File: src/rtl/alu_result_queue.sv
// ALU execution stage with an in-order result queue feeding the CDB.
// Computes the RV32I integer/branch result of one issued instruction per
// cycle and buffers {dest, result, jump, target} until the arbiter grants it.
module alu_result_queue #(
    parameter int DEPTH  = 4,
    parameter int DATA_W = 32,
    parameter int ROB_W  = 4,
    parameter int OP_W   = 6,
    parameter int ADDR_W = 32
) (
    input  logic              in_clk,
    input  logic              in_rst_n,
    input  logic              in_rdy,
    input  logic              in_rollback,
    input  logic              in_enable,
    input  logic [OP_W-1:0]   in_type,
    input  logic [ADDR_W-1:0] in_pc,
    input  logic [DATA_W-1:0] in_imm,
    input  logic [DATA_W-1:0] in_left,
    input  logic [DATA_W-1:0] in_right,
    input  logic [ROB_W-1:0]  in_dest,
    output logic              out_capacity_full,
    output logic              out_cdb_valid,
    input  logic              in_cdb_grant,
    output logic [ROB_W-1:0]  out_cdb_reorder,
    output logic [DATA_W-1:0] out_cdb_result,
    output logic              out_cdb_jump,
    output logic [ADDR_W-1:0] out_cdb_target,
    output logic              out_overflow
);
    localparam int PTR_W = $clog2(DEPTH);
    localparam int CNT_W = $clog2(DEPTH + 1);

    // Operator codes shared with the decoder
    localparam logic [OP_W-1:0] OP_ADD   = OP_W'(1);
    localparam logic [OP_W-1:0] OP_SUB   = OP_W'(2);
    localparam logic [OP_W-1:0] OP_AND   = OP_W'(3);
    localparam logic [OP_W-1:0] OP_OR    = OP_W'(4);
    localparam logic [OP_W-1:0] OP_XOR   = OP_W'(5);
    localparam logic [OP_W-1:0] OP_SLL   = OP_W'(6);
    localparam logic [OP_W-1:0] OP_SRL   = OP_W'(7);
    localparam logic [OP_W-1:0] OP_SRA   = OP_W'(8);
    localparam logic [OP_W-1:0] OP_SLT   = OP_W'(9);
    localparam logic [OP_W-1:0] OP_SLTU  = OP_W'(10);
    localparam logic [OP_W-1:0] OP_ADDI  = OP_W'(11);
    localparam logic [OP_W-1:0] OP_ANDI  = OP_W'(12);
    localparam logic [OP_W-1:0] OP_ORI   = OP_W'(13);
    localparam logic [OP_W-1:0] OP_XORI  = OP_W'(14);
    localparam logic [OP_W-1:0] OP_SLLI  = OP_W'(15);
    localparam logic [OP_W-1:0] OP_SRLI  = OP_W'(16);
    localparam logic [OP_W-1:0] OP_SRAI  = OP_W'(17);
    localparam logic [OP_W-1:0] OP_SLTI  = OP_W'(18);
    localparam logic [OP_W-1:0] OP_SLTIU = OP_W'(19);
    localparam logic [OP_W-1:0] OP_LUI   = OP_W'(20);
    localparam logic [OP_W-1:0] OP_AUIPC = OP_W'(21);
    localparam logic [OP_W-1:0] OP_JAL   = OP_W'(22);
    localparam logic [OP_W-1:0] OP_JALR  = OP_W'(23);
    localparam logic [OP_W-1:0] OP_BEQ   = OP_W'(24);
    localparam logic [OP_W-1:0] OP_BNE   = OP_W'(25);
    localparam logic [OP_W-1:0] OP_BLT   = OP_W'(26);
    localparam logic [OP_W-1:0] OP_BGE   = OP_W'(27);
    localparam logic [OP_W-1:0] OP_BLTU  = OP_W'(28);
    localparam logic [OP_W-1:0] OP_BGEU  = OP_W'(29);

    logic [DATA_W-1:0] opnd_b;
    logic [4:0]        shamt;
    logic              lt_s;
    logic              lt_u;
    logic [ADDR_W-1:0] pc_plus4;
    logic [ADDR_W-1:0] pc_plus_imm;
    logic              is_branch;
    logic [DATA_W-1:0] calc_result;
    logic              calc_jump;
    logic [ADDR_W-1:0] calc_target;

    logic [PTR_W-1:0]  head_q;
    logic [PTR_W-1:0]  tail_q;
    logic [CNT_W-1:0]  count_q;
    logic              overflow_q;
    logic              do_push;
    logic              do_pop;
    logic              do_write;
    logic              drop;

    logic [ROB_W-1:0]  q_dest   [DEPTH];
    logic [DATA_W-1:0] q_result [DEPTH];
    logic              q_jump   [DEPTH];
    logic [ADDR_W-1:0] q_target [DEPTH];

    // Combinational execute: operand select, ALU, branch resolution
    always_comb begin
        opnd_b = in_right;
        if (in_type inside {OP_ADDI, OP_ANDI, OP_ORI, OP_XORI, OP_SLLI,
                            OP_SRLI, OP_SRAI, OP_SLTI, OP_SLTIU})
            opnd_b = in_imm;
        shamt       = opnd_b[4:0];
        lt_s        = $signed(in_left) < $signed(opnd_b);
        lt_u        = in_left < opnd_b;
        pc_plus4    = in_pc + ADDR_W'(4);
        pc_plus_imm = in_pc + ADDR_W'(in_imm);
        is_branch   = 1'b0;
        calc_result = '0;
        calc_jump   = 1'b0;
        calc_target = pc_plus4;
        case (in_type)
            OP_ADD, OP_ADDI:   calc_result = in_left + opnd_b;
            OP_SUB:            calc_result = in_left - opnd_b;
            OP_AND, OP_ANDI:   calc_result = in_left & opnd_b;
            OP_OR, OP_ORI:     calc_result = in_left | opnd_b;
            OP_XOR, OP_XORI:   calc_result = in_left ^ opnd_b;
            OP_SLL, OP_SLLI:   calc_result = in_left << shamt;
            OP_SRL, OP_SRLI:   calc_result = in_left >> shamt;
            OP_SRA, OP_SRAI:   calc_result = DATA_W'($signed(in_left) >>> shamt);
            OP_SLT, OP_SLTI:   calc_result = DATA_W'(lt_s);
            OP_SLTU, OP_SLTIU: calc_result = DATA_W'(lt_u);
            OP_LUI:            calc_result = in_imm;
            OP_AUIPC:          calc_result = DATA_W'(pc_plus_imm);
            OP_JAL: begin
                calc_result = DATA_W'(pc_plus4);
                calc_jump   = 1'b1;
                calc_target = pc_plus_imm;
            end
            OP_JALR: begin
                calc_result = DATA_W'(pc_plus4);
                calc_jump   = 1'b1;
                calc_target = ADDR_W'(in_left + in_imm) & ~ADDR_W'(1);
            end
            OP_BEQ:  begin is_branch = 1'b1; calc_jump = (in_left == in_right); end
            OP_BNE:  begin is_branch = 1'b1; calc_jump = (in_left != in_right); end
            OP_BLT:  begin is_branch = 1'b1; calc_jump = lt_s;  end
            OP_BGE:  begin is_branch = 1'b1; calc_jump = !lt_s; end
            OP_BLTU: begin is_branch = 1'b1; calc_jump = lt_u;  end
            OP_BGEU: begin is_branch = 1'b1; calc_jump = !lt_u; end
            default: ;
        endcase
        if (is_branch && calc_jump)
            calc_target = pc_plus_imm;
    end

    // Queue handshake decode; a pop at full frees the slot for the same-edge push
    always_comb begin
        do_push  = in_rdy && !in_rollback && in_enable;
        do_pop   = in_rdy && !in_rollback && in_cdb_grant && (count_q != '0);
        do_write = do_push && ((count_q != CNT_W'(DEPTH)) || do_pop);
        drop     = do_push && !do_write;
    end

    // Pointer, occupancy and sticky overflow registers
    always_ff @(posedge in_clk or negedge in_rst_n) begin
        if (!in_rst_n) begin
            head_q     <= '0;
            tail_q     <= '0;
            count_q    <= '0;
            overflow_q <= 1'b0;
        end else if (in_rdy && in_rollback) begin
            head_q  <= '0;
            tail_q  <= '0;
            count_q <= '0;
        end else begin
            if (do_write) tail_q <= tail_q + PTR_W'(1);
            if (do_pop)   head_q <= head_q + PTR_W'(1);
            if (do_write && !do_pop)
                count_q <= count_q + CNT_W'(1);
            else if (do_pop && !do_write)
                count_q <= count_q - CNT_W'(1);
            if (drop) overflow_q <= 1'b1;
        end
    end

    // Entry storage; contents only matter while counted, so no reset
    always_ff @(posedge in_clk) begin
        if (do_write) begin
            q_dest[tail_q]   <= in_dest;
            q_result[tail_q] <= calc_result;
            q_jump[tail_q]   <= calc_jump;
            q_target[tail_q] <= calc_target;
        end
    end

    assign out_cdb_valid     = (count_q != '0);
    assign out_capacity_full = (count_q >= CNT_W'(DEPTH - 1));
    assign out_overflow      = overflow_q;
    assign out_cdb_reorder   = out_cdb_valid ? q_dest[head_q]   : '0;
    assign out_cdb_result    = out_cdb_valid ? q_result[head_q] : '0;
    assign out_cdb_jump      = out_cdb_valid ? q_jump[head_q]   : 1'b0;
    assign out_cdb_target    = out_cdb_valid ? q_target[head_q] : '0;

endmodule

File: config.mk
export PLATFORM = sky130hd
export DESIGN_NAME = alu_result_queue
export DESIGN_NICKNAME = d
export VERILOG_FILES = /design/src/rtl/alu_result_queue.sv
export SDC_FILE = /design/constraint.sdc
export NUM_CORES = 1
export LEC_CHECK = 0
export ABC_AREA = 1
export BUFFER_PORTS_ARGS = -buffer_cell sky130_fd_sc_hd__buf_4
export CAP_MARGIN = 15
export CELL_PAD_IN_SITES_DETAIL_PLACEMENT = 1
export CELL_PAD_IN_SITES_GLOBAL_PLACEMENT = 2
export CORE_MARGIN = 3
export CORE_UTILIZATION = 30
export DETAILED_ROUTE_END_ITERATION = 12
export GPL_ROUTABILITY_DRIVEN = 0
export PLACE_DENSITY = 0.82
export RECOVER_POWER = 100
export SLEW_MARGIN = 30
export SYNTH_ARGS = -nofsm -noshare
export SYNTH_HDL_FRONTEND = slang
export SYNTH_SLANG_ARGS = --single-unit
File: constraint.sdc
create_clock -name in_clk -period 4.3 [get_ports in_clk]
set_clock_uncertainty 0.05 [all_clocks]
set_input_delay 0.215 -clock in_clk [delete_from_list [all_inputs] [get_ports in_clk]]
set_output_delay 0.215 -clock in_clk [all_outputs]
set_load 0.02 [all_outputs]
* Word level (Yosys, flattened, before mapping)
Memories as Yosys holds them, arrays and structs flattened.
Index checks and enable logic that the tools add are counted.
** Storage, ports and cells
- Bits in registers :: 8
- Memory bits (writable) :: 276
- Input port bits :: 144
- Output and inout port bits :: 72
- Word-level logic and storage cells :: 111
- Memories :: 4
** Operators by class
- $add $sub $neg :: 9
- Magnitude comparators :: 3
- Equal/unequal tests :: 32
- Shift operators :: 3
- Multiplexer cells :: 19
- Bitwise operators :: 4
- Reductions and logical operators :: 33
** Memories
- q_result :: words 4, width 32, rd ports 1, clocked after Yosys merged registers in 0, write ports 1, RTL line 86 : logic [DATA_W-1:0] q_result [DEPTH];
- q_target :: words 4, width 32, rd ports 1, clocked after Yosys merged registers in 0, write ports 1, RTL line 88 : logic [ADDR_W-1:0] q_target [DEPTH];
- q_dest :: words 4, width 4, rd ports 1, clocked after Yosys merged registers in 0, write ports 1, RTL line 85 : logic [ROB_W-1:0] q_dest [DEPTH];
- q_jump :: words 4, width 1, rd ports 1, clocked after Yosys merged registers in 0, write ports 1, RTL line 87 : logic q_jump [DEPTH];
** Operator list (number)
- one-hot mux 32 bit (13 select lines) :: 1
- two-way mux 32 bit :: 4
- adder 32 bit :: 3
- == test 6 x 5 -> 1 bit, second input constant :: 14
- < comparator 32 bit :: 2
- one-hot mux 32 bit (2 select lines) :: 1
- == test 6 x 4 -> 1 bit, second input constant :: 8
- adder 32 x 3 -> 32 bit, second input constant :: 1
- AND 32 bit :: 1
- == test 32 bit :: 1
- != test 32 bit :: 1
- bitwise OR 32 bit :: 1
- left shift 32 x 5 -> 32 bit :: 1
- right shift 32 x 5 -> 32 bit :: 1
- >>> shifter 32 x 5 -> 32 bit :: 1
- subtractor 32 bit :: 1
- XOR 32 bit :: 1
- == test 6 x 3 -> 1 bit, second input constant :: 4
- OR reduction 2 bit :: 10
- == test 6 x 2 -> 1 bit, second input constant :: 2
- logical AND 1 bit :: 10
- two-way mux 3 bit :: 3
- nonzero test 9 bit :: 1
- two-way mux 2 bit :: 4
- other kinds (16) :: 26

* Longest topological paths before layout
- Depth in word-level cells :: 11
- Depth in mapped cells :: 32

* Least setup slack after synthesis
OpenSTA, ideal clock, no wires.
- Path type :: flip-flop to flip-flop
- Start :: register count_q[2]
- End :: memory q_dest[0][0] (enable)
- Arrival :: 4.172 ns
- Required time :: 3.753 ns
- Slack :: -0.418 ns
- Cell stages (with the launch flop) :: 7
- Path buffers :: 0
- Cell sequence :: dfrtp_1 > inv_1 > nand2_1 > nand4_1 > a31oi_1 > inv_1 > nor2_1
** Between the ends
- Cells in the longest elaborated chain, start to end :: 6
** RTL lines
- start: declaration :: RTL line 78 : logic [CNT_W-1:0] count_q;
- start signal: assignment :: RTL line 163 : count_q <= count_q + CNT_W'(1);
- start signal: assignment :: RTL line 165 : count_q <= count_q - CNT_W'(1);
- nonzero test 3 bit
- named net out_cdb_valid :: RTL line 23 : output logic out_cdb_valid,
- logical AND 1 bit :: RTL line 143 : do_pop = in_rdy && !in_rollback && in_cdb_grant && (count_q != '0);
- logical OR 1 bit :: RTL line 144 : do_write = do_push && ((count_q != CNT_W'(DEPTH)) || do_pop);
- logical AND 1 bit :: RTL line 144
- two-way mux 1 bit :: RTL line 172 : if (do_write) begin
- two-way mux 1 bit (not written as such) :: RTL line 173 : q_dest[tail_q] <= in_dest;
- end: declaration :: RTL line 85
The timed path passes the listed nets, and every way through them passes these cells.

* Final worst setup path
- Start :: input port in_type[4]
- End :: memory q_result[1][11] (data pin)
** Between the ends
- Cells in the longest elaborated chain, start to end :: 5
** RTL lines
- start: declaration :: RTL line 16 : input logic [OP_W-1:0] in_type,
- == test 6 x 4 -> 1 bit or == test 6 x 5 -> 1 bit (tied branches) :: RTL line 93, 105
- nonzero test 9 bit :: RTL line 93 : if (in_type inside {OP_ADDI, OP_ANDI, OP_ORI, OP_XORI, OP_SLLI,
- two-way mux 32 bit :: RTL line 93
- subtractor 32 bit, or another cell as far along :: RTL line 107 : OP_SUB: calc_result = in_left - opnd_b;
- one-hot mux 32 bit (13 select lines) * :: RTL line 105 : case (in_type)
- named net calc_result[11] :: RTL line 72 : logic [DATA_W-1:0] calc_result;
- end: declaration :: RTL line 86
Mark *: on every way through the listed nets, which the timed path passes. The rest lies on a longest branch.

==> parameters.txt <==
Parameter                              Value

Status
  Status    completed

Placement
  Placed Cells incl. Taps    5,301
  Pre-CTS WS    -258 ps
  Port Buffers    215
  Placed instance area    ~31,000 um^2
  Detailed Place HPWL    115,000 um

Yosys
  Main combinational cell family by area after synthesis    simple AND/OR/NAND/NOR gates
  Synthesized-area fraction occupied by xor and xnor cells    0.0267
  Prevailing post-synth register cell    edfxtp_1
  Adder and majority gate portion of the synthesized area    0.0837
  Gate count of the mapped netlist    3,779
  Post-synthesis share of cell area spent on and, or, nand and nor gates    0.258
  Share of synthesized area spent on multiplexers    0.00573
  Number of distinct library cells after synthesis    59
  Mean Syn Cell Area    6.94 um^2
  Yosys warns    0
  Share of the synthesized area in compound gates (AO/OA/AOI/OAI)    0.217
  Cell taking the most area after synthesis    edfxtp_1
  FF+latch count, synth    284
  Share of the yosys chip area belonging to registers    0.324
  Number of nets produced by synthesis    4,096
  Fraction of synthesis flops using an asynchronous set or reset pin    0.0282
  Yosys top cell area share    0.316
  Cell types with the largest area share after synthesis    edfxtp_1 32%, nand2_1 11%, o21ai_0 8.9%
  Number of synthesized flops with an enable pin    about 280
  Total standard cell area after synthesis    about 26,000 um^2

Clock network
  Clk slew on worst S/H paths    60 ps
  Number of H-tree levels    1
  Clock insertion delay at the later pin of the skew report    around 540 ps
  Clk Tree Root Cell    clkbuf_16
  CTS tree    built
  CTS Buf Count    27
  Clock buffer depth    3
  CTS sink cnt    284
  Post-CTS setup repair buffer count    0

Drt
  Antenna Nets Post-Route    0
  Number of remaining DRC errors    0
  Vias per cell    5.60
  Count of vias placed by the detailed router    30,000
  Number of iterations in the first detailed-routing pass    5
  Wire length per cell    roughly 26 um
  Final wirelength    141,000 um
  DRT iter0 DRCs    about 3,300

Power and ir drop
  IR drop worst, VDD    307 uV
  Power Dens Cells    344 nW/um^2
  Leakage Power    14.0 nW
  PnR Total Power    between 0.01 and 0.015 W

Final layout
  Total Nets Final    ~4,500
  Layout Cell Area excl Fill    31,800 um^2
  Area growth from synthesis to layout    21.4%
  Most frequent standard cell in the layout excluding fill and tap cells    nand2_1
  Commonest cells after routing, fill and taps aside    765 x nand2_1, 505 x nor2_1, 460 x o21ai_0
  Proportion of layout cells with a drive suffix above 1    0.137
  Non-filler instance count after layout    5,360
  Number of filler instances in the final layout    10,900

Timing
  Worst Tran Pin Value    1240 ps
  Setup WS post-layout    around 170 ps
  Setup repair after global routing missed its margin    false
  Worst-case headroom to the max-slew limit    0.174
  Final sum of negative setup slack    0 ps
  Final slew viol count    0
  Crit share post-route    0.960
  Final critical-path required period    4130 ps
  Number of failing setup endpoints in the final timing report    0
  Timing-limited maximum frequency    0.242 GHz
  Hold violation count in the final report    0

Setup path
  Startpoint types    input pin
  Critical-path top delay cell    clkbuf_2
  Critical path's most frequent cell    buf_4
  Max incr delay on CP    480 ps
  Critical Path Sink Type    flip-flop
  Critical path start-end classification    in -> reg
  Worst endpoint required time    around 4500 ps
  CP Data Arrival Time    ~4300 ps
  Worst-path cell chain    buf_4, nor2_2, nand3_1, nand2_1, nor2_4, buf_6, nand2_1, nand2_1, clkbuf_2, inv_2, buf_4, buf_4, o21ai_0, o21ai_0, o22ai_1, buf_4, o21ai_0, nand4_1, clkbuf_2
  Largest driver fanout on the critical path    21

Hold path
  Hold Crit Class    in -> reg

Global route
  Antenna violations before repair    11
  Overall Global Routing Usage    0.300
  Grt ovf    0
  Largest net degree at the start of global routing    between 100 and 150
  First-pass GRT wire length    201,000 um
  Number of global-route vias before repair    29,700

Floorplan
  Effective utilization at floorplan    0.305
  Die area    91,000 um^2
  Count of pins on the block boundary    216
  Number of rows in the core area    107
  Horiz. Die Dim    302 um
  Core Footprint    ~86,000 um^2
  Vert. Die Dim    roughly 300 um

Job
  Number of max-cap violations    0
[synth_stat cells (9+ instances only)]
library cell    n
buf_2          20
a221oi_1       16
nor3_1         41
or2_2          30
nor2_1        508
edfxtp_1      276
a21boi_0       12
a31oi_1        18
mux2i_1        15
o21a_1         17
o221ai_1       23
o22ai_1        19
nand4_1        34
nand3_1       211
o2111ai_1      17
buf_1          20
o21ai_0       467
xnor2_1        31
ha_1          169
inv_1         401
xor2_1         49
o211ai_1       56
nor4_1         16
a21oi_1       305
clkbuf_1      126
nand2_1       767
a2111oi_0       9
[area by class of cell]
cell class / count / area (um^2) / area share
inverters: 413 / 1550 / 0.0488
clock inverters: 18 / 198 / 0.00621
diodes: 3 / 7.51 / 0.000236
well taps: 1144 / 1430 / 0.0450
multi-input cells: 2912 / 15500 / 0.488
flip-flops and latches: 284 / 8490 / 0.267
clock buffers: 30 / 687 / 0.0216
repair buffers: 556 / 3930 / 0.123
[state kept, by name (all words and copies together), names as in the netlist]
signal        cells
head_q            2
count_q           3
q_jump            4
q_dest           16
q_result        128
out_overflow      1
tail_q            2
q_target        128
[through the flow]
step	util	hold WS (ps)
final	0.370	41.8
after global routing	0.370	34.1
after CTS	0.375	14.0
after detailed placement	0.364	-8.31
after global placement	0.364	-9.55
after floorplan	-	-131
[path summary, 6_finish.rpt]
path / slack (ps) / cells past startpoint / startpoint / end
worst max-delay path: 170 / 19 / in_type[4] / q_result[1][11]
worst min-delay path: 40 / 4 / in_rollback / head_q[0]
worst max register to register: 1120 / 7 / count_q[2] / q_result[1][11]
worst min register to register: 420 / 1 / out_overflow / out_overflow
max in group asynchronous: 3260 / 3 / in_rst_n / head_q[0]
min in group asynchronous: 630 / 3 / in_rst_n / count_q[1]
[power breakdown]
| group | switching, W | internal [W] | leakage (nW) | total [W] |
|---|---|---|---|---|
| clock | 0.00103 | 0.00134 | 0.425 | 0.00237 |
| combinational | 0.00376 | 0.00156 | 11.0 | 0.00531 |
| sequential | 0.0000704 | 0.00318 | 2.62 | 0.00325 |
[per-layer routing]
layer | vias up | wire length, um | global-route usage
li1 | 13700 | - | -
met3 | 267 | 12500 | 0.0451
met1 | 14700 | 61100 | 0.416
met5 | - | 69 | 0
met4 | 10 | 6640 | 0.122
met2 | 1388 | 60900 | 0.466
[repair_timing]
item                                   4_1_cts  5_1_grt
endpoints found under the hold margin       25        0
setup endpoints to repair                    0       44
gates resized for setup                      0        7
hold buffers                                 8        0
[logic make-up (layout without fill, tap and decap cells)]
family	after synthesis	after routing
other cells	0	3
flops	284	284
mux	15	15
simple gates	1636	1636
fa+ha+maj	173	173
compound gates	1008	1008
buf+inv	583	1017
xor+xnor	80	80
[critical path, delay by kind of cell]
family,cells,cell delay [ps]
and+or+nand+nor,7,1100
buffers and inverters,8,1870
AOI/OAI and AO/OA,4,1110
Power figures use the tool's default switching activity.
